==> src/rtl/dmem_port.sv <==
// Data-memory access port: latches an address/data request from the register
// file and runs a request/grant/response handshake with the shared arbiter.
//   state | meaning
//   IDLE  | waiting for MEMRD/MEMWR
//   REQ   | mem_req asserted, waiting for grant
//   WAIT  | read granted, waiting for rvalid
//   DONE  | one-cycle completion, MEMDONE high
module dmem_port #(
  parameter int ADDR_W  = 16,
  parameter int DATA_W  = 16,
  parameter int TIMEOUT = 64
) (
  input  logic              clk,
  input  logic              rst,
  input  logic              MEMRD,
  input  logic              MEMWR,
  input  logic [ADDR_W-1:0] DMADDR,
  input  logic [DATA_W-1:0] DOUT,
  output logic [DATA_W-1:0] DIN,
  output logic              MEMBUSY,
  output logic              MEMDONE,
  output logic              MEMERR,
  output logic              mem_req,
  output logic              mem_we,
  output logic [ADDR_W-1:0] mem_addr,
  output logic [DATA_W-1:0] mem_wdata,
  input  logic              mem_gnt,
  input  logic              mem_rvalid,
  input  logic [DATA_W-1:0] mem_rdata
);

  typedef enum logic [1:0] {
    IDLE = 2'd0,
    REQ  = 2'd1,
    WAIT = 2'd2,
    DONE = 2'd3
  } state_t;

  localparam logic [7:0] CNT_LAST = 8'(TIMEOUT - 1);

  state_t            state, state_n;
  logic [7:0]        cnt, cnt_n;
  logic [DATA_W-1:0] din_n;
  logic              err_n;
  logic              we_n;
  logic [ADDR_W-1:0] addr_n;
  logic [DATA_W-1:0] wdata_n;

  always_ff @(posedge clk) begin
    if (rst) begin
      state     <= IDLE;
      cnt       <= '0;
      DIN       <= '0;
      MEMBUSY   <= 1'b0;
      MEMDONE   <= 1'b0;
      MEMERR    <= 1'b0;
      mem_req   <= 1'b0;
      mem_we    <= 1'b0;
      mem_addr  <= '0;
      mem_wdata <= '0;
    end else begin
      state     <= state_n;
      cnt       <= cnt_n;
      DIN       <= din_n;
      MEMERR    <= err_n;
      mem_we    <= we_n;
      mem_addr  <= addr_n;
      mem_wdata <= wdata_n;
      // Handshake outputs are decoded from the next state so they are registered.
      mem_req   <= (state_n == REQ);
      MEMBUSY   <= (state_n == REQ) || (state_n == WAIT);
      MEMDONE   <= (state_n == DONE);
    end
  end

  always_comb begin
    state_n = state;
    cnt_n   = cnt;
    din_n   = DIN;
    err_n   = MEMERR;
    we_n    = mem_we;
    addr_n  = mem_addr;
    wdata_n = mem_wdata;
    case (state)
      IDLE: begin
        cnt_n = '0;
        if (MEMRD || MEMWR) begin
          addr_n  = DMADDR;
          wdata_n = DOUT;
          // A simultaneous read and write resolves to a read.
          we_n    = MEMWR & ~MEMRD;
          state_n = REQ;
        end
      end
      REQ: begin
        if (mem_gnt && mem_we) begin
          state_n = DONE;
        end else if (mem_gnt && mem_rvalid) begin
          din_n   = mem_rdata;
          state_n = DONE;
        end else if (mem_gnt) begin
          cnt_n   = '0;
          state_n = WAIT;
        end else if (cnt == CNT_LAST) begin
          err_n   = 1'b1;
          din_n   = '1;
          state_n = DONE;
        end else begin
          cnt_n = cnt + 8'd1;
        end
      end
      WAIT: begin
        if (mem_rvalid) begin
          din_n   = mem_rdata;
          state_n = DONE;
        end else if (cnt == CNT_LAST) begin
          err_n   = 1'b1;
          din_n   = '1;
          state_n = DONE;
        end else begin
          cnt_n = cnt + 8'd1;
        end
      end
      DONE: begin
        cnt_n   = '0;
        state_n = IDLE;
      end
      default: begin
        state_n = IDLE;
      end
    endcase
  end

endmodule

==> config.mk <==
export PLATFORM = sky130hd
export DESIGN_NAME = dmem_port
export DESIGN_NICKNAME = d
export VERILOG_FILES = /design/src/rtl/dmem_port.sv
export SDC_FILE = /design/constraint.sdc
export NUM_CORES = 1
export LEC_CHECK = 0
export ABC_AREA = 1
export BUFFER_PORTS_ARGS = -buffer_cell sky130_fd_sc_hd__buf_2
export CORE_MARGIN = 2
export CORE_UTILIZATION = 49
export CTS_CLUSTER_DIAMETER = 150
export CTS_CLUSTER_SIZE = 10
export DETAILED_ROUTE_END_ITERATION = 12
export PLACE_DENSITY = 0.8
export SLEW_MARGIN = 0
export SYNTH_ARGS = -nofsm -noshare
export SYNTH_HDL_FRONTEND = slang
export SYNTH_SLANG_ARGS = --single-unit
==> constraint.sdc <==
create_clock -name clk -period 1.92 [get_ports clk]
set_input_delay 0.096 -clock clk [delete_from_list [all_inputs] [get_ports clk]]
set_output_delay 0.096 -clock clk [all_outputs]
set_load 0.1 [all_outputs]
---- After elaboration in Yosys (flattened, before gate mapping) ----
Index checks and enable logic that the tools add are counted.
storage, ports and cells
  register bits ........................... 63
  bits of input ports ..................... 54
  output and inout port bits .............. 53
  word-level logic and storage cells ...... 61
operators by class
  add/subtract/negate cells ............... 1
  equality and inequality tests ........... 12
  muxes and demuxes ....................... 25
  bitwise logic cells ..................... 2
  reductions and logical operators ........ 11
operators by type and width
  operator                                             count
  2-to-1 mux 16 bit                                    5
  2-to-1 mux 8 bit                                     5
  one-hot mux 16 bit (2 select lines)                  1
  one-hot mux 8 bit (3 select lines)                   1
  2-to-1 mux 2 bit                                     6
  adder 8 x 1 -> 8 bit, second input constant          1
  equality test 2 bit, second input constant           4
  equality test 8 x 6 -> 1 bit, second input constant  1
  != test 2 bit, second input constant                 4
  one-hot mux 2 bit (4 select lines)                   1
  AND reduction 3 bit                                  2
  2-to-1 mux 1 bit                                     5
  AND reduction 5 bit                                  1
  equality test 2 x 1 -> 1 bit, second input constant  2
  != test 3 bit, second input constant                 1
  logical AND 1 bit                                    2
  zero test 2 bit                                      1
  logical OR 1 bit                                     2
  one-hot mux 1 bit (2 select lines)                   1
  AND reduction 2 bit                                  1
  nonzero test 2 bit                                   1
  OR reduction 2 bit                                   1
  bitwise AND 1 bit                                    1
  inverter 1 bit                                       1

---- Depth between registers and ports, before layout ----
Gate-level depths: netlist (run 1).
  depth after elaboration ................. 8
  gate-level depth with buffers ........... 11

---- Worst setup path before layout (run 1) ----
OpenSTA, ideal clock, no wires.
  kind .................................... register -> register
  start ................................... reg mem_we
  end ..................................... reg DIN[0]
  library setup time ...................... 0.112 ns
  arrival ................................. 1.808 ns
  required time ........................... 1.808 ns
  slack ................................... 0.001 ns
  cell stages (with the launch flop) ...... 9
  path buffers ............................ 1
  clock period less this slack ............ 1.919 ns
  cells stage by stage .................... dfxtp_1 nand2_1 o21ai_2 nor2_4 nand2_4 buf_12 nand2_4 nand2_2 nor2_2
between the ends
  cells in the longest elaborated chain, start to end .. 3
RTL lines
  element                        line  RTL
  start: declaration             24    output logic mem_we,
  start signal: assignment       66    mem_we <= we_n;
  logical AND 1 bit              96    if (mem_gnt && mem_we) begin
  != test 2 bit (no line)        n/a
  AND reduction 3 bit (no line)  n/a
  end signal: assignment         64    DIN <= din_n;
  end: declaration               19    output logic [DATA_W-1:0] DIN,
Every way passes these cells.
A chain may end at the register's enable or synchronous reset.

---- Worst setup path after layout (run 1) ----
  start ................................... reg cnt[0]
  end ..................................... reg DIN[5]
between the ends
  cells in the longest elaborated chain, start to end .. 6
RTL lines
  element                                  line      RTL
  start: declaration                       42        logic [7:0] cnt, cnt_n;
  start signal: assignment                 63        cnt <= cnt_n;
  equality test 8 x 6 -> 1 bit (*)         104, 116
  2-to-1 mux 16 bit (*)                    n/a
  2-to-1 mux 16 bit (3 in a row)           n/a
  one-hot mux 16 bit (2 select lines) (*)  n/a
Mark *: on every way between the ends. The rest lies on a longest branch, timed or not. The select of a mux whose other input is x is not followed.

==> results of run 1 <==
==> cells in the mapped netlist, drive strengths merged <==
cell type,n
inv,65
xor2,2
a211oi,1
o21ai,40
clkbuf,6
nand2,74
a21oi,40
buf,9
nand3,9
nor3,1
ha,2
dfxtp,63
nor2,50
==> final timing paths <==
path	end	slack (ns)	cells after the start
worst max-delay path	DIN[5]	0.33	9
worst min-delay path	mem_addr[0]	0.02	3
worst max register to register	DIN[5]	0.33	9
worst min register to register	mem_addr[8]	0.44	2
==> registers in the layout, indices dropped and copies added (netlist names) <==
name	cells
state	2
mem_we	1
mem_addr	16
mem_req	1
mem_wdata	16
MEMERR	1
DIN	16
cnt	8
MEMDONE	1
MEMBUSY	1
==> cell families (layout without fill, tap and decap cells) <==
| family | after synthesis | count (layout) |
|---|---|---|
| xor gates and xnor gates | 2 | 2 |
| AOI/OAI and AO/OA | 81 | 81 |
| and+or+nand+nor | 134 | 134 |
| adders and majority gates | 2 | 2 |
| buffers and inverters | 80 | 208 |
| DFF | 63 | 63 |
==> final cells by class <==
| class | count | area, um^2 |
|---|---|---|
| clock buffers | 14 | 162.7 |
| repair buffers | 127 | 743.2 |
| well taps | 72 | 90.09 |
| fillers | 476 | 1778 |
| clock inverters | 2 | 38.79 |
| flip-flops and latches | 63 | 1261 |
| multi-input cells | 219 | 1220 |
| inverters | 65 | 246.5 |
==> what timing repair did <==
item	4_1_cts	5_1_grt
hold buffers	17	0
gates resized for setup	0	0
hold endpoints to repair	17	0
==> power groups by stage <==
stage,sequential [uW],clock (uW),combinational (uW)
floorplan,2410,0,367
global placement,1530,0,1470
detailed placement,1530,0,1480
CTS,1500,1190,1510
global route,1520,1240,1590
finish,1500,1160,1500
==> per-layer routing <==
| metal | vias up | wire, um | global-route usage, % |
|---|---|---|---|
| li1 | 1367 | - | - |
| met4 | 0 | 130 | 11.19 |
| met1 | 1075 | 2634 | 21.88 |
| met2 | 93 | 2904 | 34.08 |
| met3 | 13 | 462 | 6.787 |
| met5 | - | 0 | 0 |
==> stage by stage <==
step	util (%)	hold WS [ns]
after global placement	61.20	0.3190
final	67.91	0.01909
after floorplan	-	0.1745
after CTS	67.91	0.007563
after global routing	67.91	0.01960
after detailed placement	61.20	0.3302
==> worst register-to-register path: cells and delay by family (launching register included) <==
family        cells  cell delay [ns]
fa+ha+maj         1             0.24
buf+inv           1             0.06
flops             1             0.39
simple gates      7             0.82
==> flow_summary.yaml, run 1 <==
cts:
  cts_sinks: 63
  post-cts-setup-buffers: 0
  clkLatencyLatePin_ns: 0.34
  cts_tree: "built"
  clk_pin_slew_ns: 0.07
  cts_root_buffer: "clkbuf_8"
  htree_num_levels: 3
  cts_buffer_depth: 2
  cts_buffers: 9
pwr:
  p_int_uw: 2397
  p_sw_uw: 1773
  swShare_pct: 42.51
  seq_power_share_pct: 36.0
  power_frac_comb_pct: 36.1
  power_uw: 4170
  vdd_ir_drop_max_mv: 0.8476
  clkPwrFrac_pct: 27.9
  leakagePower_uw: 0.001886
  power_density_nw_per_um2: 1108
sta:
  worst_pin_slew_ns: 0.5153
  worst_slack_ns: 0.3315
  setup_viol: 0
  slew_viol_final: 0
  hold_viol: 0
  tns_ns: 0
  finalCritPeriodShare_pct: 82.73
  fin_skew_ns: 0.008691
  fmax_mhz: 629.5
  relSlewSlack_pct: 65.88
  fin_crit_ns: 1.588
  rsz0062_at_grt: "false"
grt:
  grt_usage_pct: 20.11
  grt-ovfl-total: 0
  grt_pass1_vias: 2355
  grt_pass1_wl_mm: 9.846
  grt_start_max_net_pins: 66
  antenna_found_initial: 0
worst_setup_path:
  crit_buf_inv: 1
  crit_required_ns: 2.19
  cp-end-kind: "register"
  cp.arrival_ns: 1.86
  crit_path_start: "cnt[0]"
  slowest_stage: "dfxtp_1"
  start_kind: "register"
  worstPathMaxFanout: 16
  cp_cell_sequence: "ha_1 -> nand3_4 -> nor2_8 -> inv_4 -> nand2_4 -> nand2_4 -> nand2_1 -> nand2_1 -> nor2_1"
  reg2reg_from: "cnt[0]"
  max_stage_delay_ns: 0.39
  cp_top_family: "simple AND/OR/NAND/NOR gates"
  critical_path_class: "register to register"
placed_design:
  placed_cell_area_um2: 3391
  place_congestion: 0.8195
  placedCellCount: 529
  dp_hpwl_mm: 4.324
  port_buffers: 106
  pre_cts_ws_ns: 0.3497
yosys:
  synth.area.mux_share_pct: 0
  synth-compound-area-share_pct: 14.59
  synth_xor_area_share_pct: 0.6208
  synth_adder_area_share_pct: 0.8869
  synth_simple_gate_area_share_pct: 26.74
  netlist_instances: 362
  yosysTopAreaCellShare_pct: 44.70
  ys_warn_count: 0
  synth_fp_nets: 418
  syn_area_um2: 2821
  ys_seq_elements: 63
  synth_top_family_by_area: "simple AND/OR/NAND/NOR gates"
  yosys-top-cells-area: "dfxtp_1 45%, inv_1 7.8%, a21oi_1 7.1%, nand2_1 6.3%, nand2_4 5.2%"
  ys_types: 26
  yosys.area.top_type: "dfxtp_1"
  ys_seq_area_share_pct: 44.70
  avgSynthCellArea_um2: 7.794
min_path:
  hold_class: "input pin to register"
  hold_path_startpoint: "DMADDR[0]"
die:
  fp.dieW_um: 79.88
  start_util_pct: 50.93
  die_area_um2: 6381
  die_y_um: 79.88
  rows: 27
  io_pins: 107
  core-area_um2: 5540
detailed_routing:
  first_pass_iters: 4
  drtAntennaViolNets: 0
  vias: 2548
  wl_per_cell_um: 10.91
  drt-initial-drc-count: 39
  drt_drc_violations_left: 0
  drt_wl_total_mm: 6.131
  vias_per_cell: 4.534
cells_and_area:
  syn_to_final_growth_pct: 33.35
  nets: 541
  num_antenna_cells: 0
  final_area_um2: 3762
  layout.cells.non_filler: 562
  mostFrequentLayoutCell: "buf_2"
  layout_common_cells: "106 x buf_2, 63 x dfxtp_1, 59 x inv_1, 47 x nand2_1, 40 x a21oi_1"
  drive_above_1_share_pct: 37.55
status:
  status: "completed"
run:
  max_cap_violations: 0
(Power assumes the default switching activity.)
==> inputs of run 2 (changes only) <==
Clock period 1.92 ns to 1.5 ns, I/O delays scaled along.
==> flow_summary.yaml, run 2 (synthesis gave the netlist of run 1 again) <==
status:
  status: "completed"
sta:
  finalCritPeriodShare_pct: 99.86
  relSlewSlack_pct: 66.73
  fmax_mhz: 667.6
  worst_pin_slew_ns: 0.5024
  fin_crit_ns: 1.498
  hold_viol: 0
  rsz0062_at_grt: "true"
  fin_skew_ns: 0.01134
  setup_viol: 0
  slew_viol_final: 0
cells_and_area:
  nets: 551
  mostFrequentLayoutCell: "buf_2"
  reg.largest.list: "DIN (16), mem_addr (16), mem_wdata (16)"
  syn_to_final_growth_pct: 38.00
  layout.cells.non_filler: 572
  num_antenna_cells: 0
  drive_above_1_share_pct: 40.40
  layout_common_cells: "106 x buf_2, 59 x dfxtp_1, 59 x inv_1, 44 x nand2_1, 40 x a21oi_1"
  n_fill_cell: 466
worst_setup_path:
  crit_required_ns: 1.73
  rr_endpoint: "DIN[6]"
  start_kind: "register"
  cp_cell_sequence: "inv_2 -> nand2_4 -> nand2_2 -> o21ai_2 -> nor2_4 -> nand3_4 -> nor2_2 -> nor2_2"
  reg2regPathDepth: 8
  cp-end-kind: "register"
  reg2reg_setup_slack_ns: 0.002
  worstPathMaxFanout: 8
  cp_common_cell: "nor2_2"
  crit_buf_inv: 1
  critical_path_class: "register to register"
  reg2reg_from: "state[0]"
  max_stage_delay_ns: 0.37
  slowest_stage: "dfxtp_4"
  cp_top_family: "simple AND/OR/NAND/NOR gates"
  cp.arrival_ns: 1.73
detailed_routing:
  vias: 2634
  drt_wl_total_mm: 6.697
  drt-initial-drc-count: 102
  drt_drc_violations_left: 0
  vias_per_cell: 4.605
  wl_per_cell_um: 11.71
  drtAntennaViolNets: 0
  first_pass_iters: 4
cts:
  cts_buffers: 9
  clkLatencyLatePin_ns: 0.33
  cts_sinks: 63
  cts_tree: "built"
  cts_root_buffer: "clkbuf_8"
  cts_buffer_depth: 2
  clk_pin_slew_ns: 0.08
  htree_num_levels: 3
pwr:
  power_frac_comb_pct: 38.9
  seq_power_share_pct: 37.2
  p_sw_uw: 2342
  power_density_nw_per_um2: 1331
  vdd_ir_drop_max_mv: 0.8756
  swShare_pct: 45.18
  power_uw: 5184
  clkPwrFrac_pct: 23.9
  p_int_uw: 2842
  leakagePower_uw: 0.001911
die:
  die_area_um2: 6381
  fp.dieW_um: 79.88
  core-area_um2: 5540
  die_y_um: 79.88
  start_util_pct: 50.93
  io_pins: 107
  rows: 27
min_path:
  min_to: "mem_wdata[10]"
  hold_class: "input pin to register"
  hold_path_startpoint: "DOUT[10]"
  min_path_cells: 3
grt:
  antenna_found_initial: 0
  grt_usage_pct: 20.52
  grt-ovfl-total: 0
  grt_start_max_net_pins: 65
  grt_pass1_vias: 2497
  grt_pass1_wl_mm: 10.32
placed_design:
  dp_hpwl_mm: 4.393
  place_congestion: 0.8032
  port_buffers: 106
  placedCellCount: 533
run:
  max_cap_violations: 0
-- run 2: power by group through the flow --
| stage | logic, uW | clock network, uW | registers [uW] |
|---|---|---|---|
| floorplan | 469 | 0 | 3080 |
| global placement | 1890 | 0 | 1950 |
| detailed placement | 1910 | 0 | 1950 |
| CTS | 1960 | 1270 | 1920 |
| global route | 2120 | 1340 | 1950 |
| finish | 2020 | 1240 | 1930 |
-- run 2: worst min-delay path, stage by stage --
cell and delay [ns]:
buf_2 0.07, o21ai_1 0.05, a21oi_1 0.10
-- run 2: stage by stage --
step / area [um^2] / util [%] / setup slack, ns / hold slack (ns) / setup TNS (ns)
after CTS: 3789 / 68.38 / 0.01671 / 0.001585 / 0
after floorplan: 2825 / - / 0.04928 / 0.1437 / 0
after global placement: 3425 / 61.81 / 0.07769 / 0.2966 / 0
after detailed placement: 3425 / 61.81 / 0.008491 / 0.3069 / 0
after global routing: 3894 / 70.28 / -0.06655 / 0.007079 / -0.4372
final: 3894 / 70.28 / 0.002170 / 0.01235 / 0
-- run 2: worst max path at each step --
stage / cells past startpoint / startpoint / end
floorplan: 6 / mem_we / MEMBUSY
global placement: 9 / cnt[0] / DIN[5]
detailed placement: 9 / cnt[1] / DIN[3]
CTS: 7 / state[1] / DIN[2]
global route: 8 / state[0] / DIN[1]
finish: 8 / state[0] / DIN[6]
-- run 2: layout make-up --
cell class | count | area (um^2) | area share (%)
multi-input cells | 221 | 1296 | 33.29
flip-flops and latches | 63 | 1274 | 32.71
repair buffers | 135 | 820.8 | 21.08
inverters | 65 | 249.0 | 6.395
clock buffers | 10 | 127.6 | 3.278
well taps | 72 | 90.09 | 2.314
clock inverters | 6 | 36.28 | 0.9319
-- run 2: routing by layer --
layer	vias up	share of wire [%]	track usage [%]
met1	1151	41	22.03
met2	89	50	36.67
met3	8	7.9	7.014
met4	0	1.3	8.136
li1	1386	-	-
met5	-	0	0
-- run 2: timing repair --
action                                 in CTS  in global routing
pin swaps                                   1                  6
setup endpoints to repair                   3                 18
gates cloned                                0                  2
gates resized for setup                     2                 15
setup buffers                               0                  2
hold buffers                               19                  0
endpoints found under the hold margin      19                  0
==> inputs of run 3 (changes only) <==
--- a/config.mk
+++ b/config.mk
@@ -14,2 +14,3 @@
 export DETAILED_ROUTE_END_ITERATION = 12
+export MAX_ROUTING_LAYER = met4
 export PLACE_DENSITY = 0.8
--- a/constraint.sdc
+++ b/constraint.sdc
@@ -3,2 +3,2 @@
 set_output_delay 0.075 -clock clk [all_outputs]
-set_load 0.1 [all_outputs]
+set_load 0.05 [all_outputs]
==> flow_summary.yaml, run 3 (synthesis gave the netlist of run 1 again) <==
sta:
  relSlewSlack_pct: 78.57
  rsz0062_at_grt: "true"
  fin_crit_ns: 1.425
  finalCritPeriodShare_pct: 95.02
  setup_viol: 0
  slew_viol_final: 0
  fmax_mhz: 701.6
  worst_pin_slew_ns: 0.3202
  fin_skew_ns: 0.007129
  hold_viol: 0
cells_and_area:
  nets: 554
  num_antenna_cells: 0
  reg.largest.list: "DIN (16), mem_addr (16), mem_wdata (16)"
  drive_above_1_share_pct: 39.64
  syn_to_final_growth_pct: 37.07
  utilization_pct: 69.81
  layout_common_cells: "106 x buf_2, 60 x dfxtp_1, 59 x inv_1, 47 x nand2_1, 40 x a21oi_1"
  final_area_um2: 3867
  mostFrequentLayoutCell: "buf_2"
grt:
  grt_pass1_wl_mm: 10.12
  antenna_found_initial: 0
  grt_pass1_vias: 2415
  grt_start_max_net_pins: 50
  grt_usage_pct: 20.82
  grt-ovfl-total: 0
worst_setup_path:
  start_kind: "register"
  worstPathMaxFanout: 8
  critical_path_class: "register to register"
  cp.arrival_ns: 1.70
  reg2reg_setup_slack_ns: 0.07
  crit_required_ns: 1.78
  cp-end-kind: "register"
pwr:
  clkPwrFrac_pct: 29.1
  vdd_ir_drop_max_mv: 0.7566
  p_int_uw: 2988
  swShare_pct: 36.28
  seq_power_share_pct: 41.1
  power_frac_comb_pct: 29.9
  p_sw_uw: 1702
  power_density_nw_per_um2: 1213
  leakagePower_uw: 0.001936
die:
  start_util_pct: 50.93
  die_y_um: 79.88
  io_pins: 107
  core-area_um2: 5540
  fp.dieW_um: 79.88
  die_area_um2: 6381
  rows: 27
detailed_routing:
  wl_per_cell_um: 11.16
  drt_wl_total_mm: 6.407
  drtAntennaViolNets: 0
  first_pass_iters: 4
  vias_per_cell: 4.554
  drt-initial-drc-count: 71
  vias: 2614
  drt_drc_violations_left: 0
status:
  status: "completed"
cts:
  htree_num_levels: 3
  cts_buffer_depth: 2
  cts_buffers: 9
  cts_sinks: 63
  cts_tree: "built"
  cts_root_buffer: "clkbuf_8"
  clkLatencyLatePin_ns: 0.34
  clk_pin_slew_ns: 0.06
placed_design:
  placed_cell_area_um2: 3430
  dp_hpwl_mm: 4.376
  port_buffers: 106
  place_congestion: 0.8061
min_path:
  hold_class: "input pin to register"
run:
  max_cap_violations: 0
==> run 3: cell count changes in the layout (fill, tap and decap cells not counted), sizes merged <==
cell,change
dlygate4sd3,+2
buf,+2
nand3,-1
bufinv,+1
clkinvlp,-2
clkinv,+1
inv,-1
==> run 3: metrics by stage <==
stage               power, uW  hold slack [ns]  std cells  setup WS [ns]  TNS (ns)
floorplan                2965           0.1460        362        0.07159         0
global placement         3261           0.2985        534        0.07134         0
detailed placement       3286           0.3051        534        0.01143         0
CTS                      4702         0.003758        572        0.04166         0
global route             4907          0.01363        574       -0.03850   -0.2201
finish                   4690         0.001876        574        0.07471         0
==> run 3: final cells by class <==
cell class / instances / area, um^2
Fill cell: 441 / 1673
Sequential cell: 63 / 1265
Multi-Input combinational cell: 220 / 1245
Timing Repair Buffer: 139 / 843.3
Inverter: 65 / 246.5
Clock buffer: 10 / 127.6
Tap cell: 72 / 90.09
Clock inverter: 5 / 50.05
==> run 3: final timing paths <==
check,startpoint,to,cells after the start
hold reg to reg,mem_addr[13],mem_addr[13],2
setup / recovery,cnt[0],DIN[13],9
hold / removal,DOUT[10],mem_wdata[10],3
setup reg to reg,cnt[0],DIN[13],9
==> run 3: what timing repair did <==
action / CTS / global route
hold buffers: 21 / 0
pin swaps: 0 / 1
cloned: 0 / 1
endpoints found under the setup margin: 3 / 27
resized for setup: 2 / 4
hold endpoints to repair: 21 / 0
setup buffers: 2 / 1
==> run 3: worst max-delay path, cell delays in order, from the launching register on <==
cell,delay [ns]
dfxtp_1,0.33
ha_2,0.21
nand3_4,0.11
nor2_8,0.17
inv_4,0.06
nand2_4,0.11
nand2_4,0.16
nand2_4,0.09
nand2_2,0.05
nor2_2,0.07
==> run 3: power by group through the flow <==
stage / registers (uW) / logic (uW) / clock network, uW
4_1_cts: 1920 / 1390 / 1390
3_5_place_dp: 1960 / 1330 / 0
6_report: 1930 / 1400 / 1360
3_3_place_gp: 1950 / 1310 / 0
2_1_floorplan: 2500 / 464 / 0
5_1_grt: 1940 / 1510 / 1460
==> run 3: layer usage <==
layer	share of wire, %	vias to the layer above	global-route usage [%]
met4	2.0	0	9.661
met2	48	86	34.33
met5	0	-	-
li1	-	1387	-
met1	43	1130	23.34
met3	7.4	11	5.882
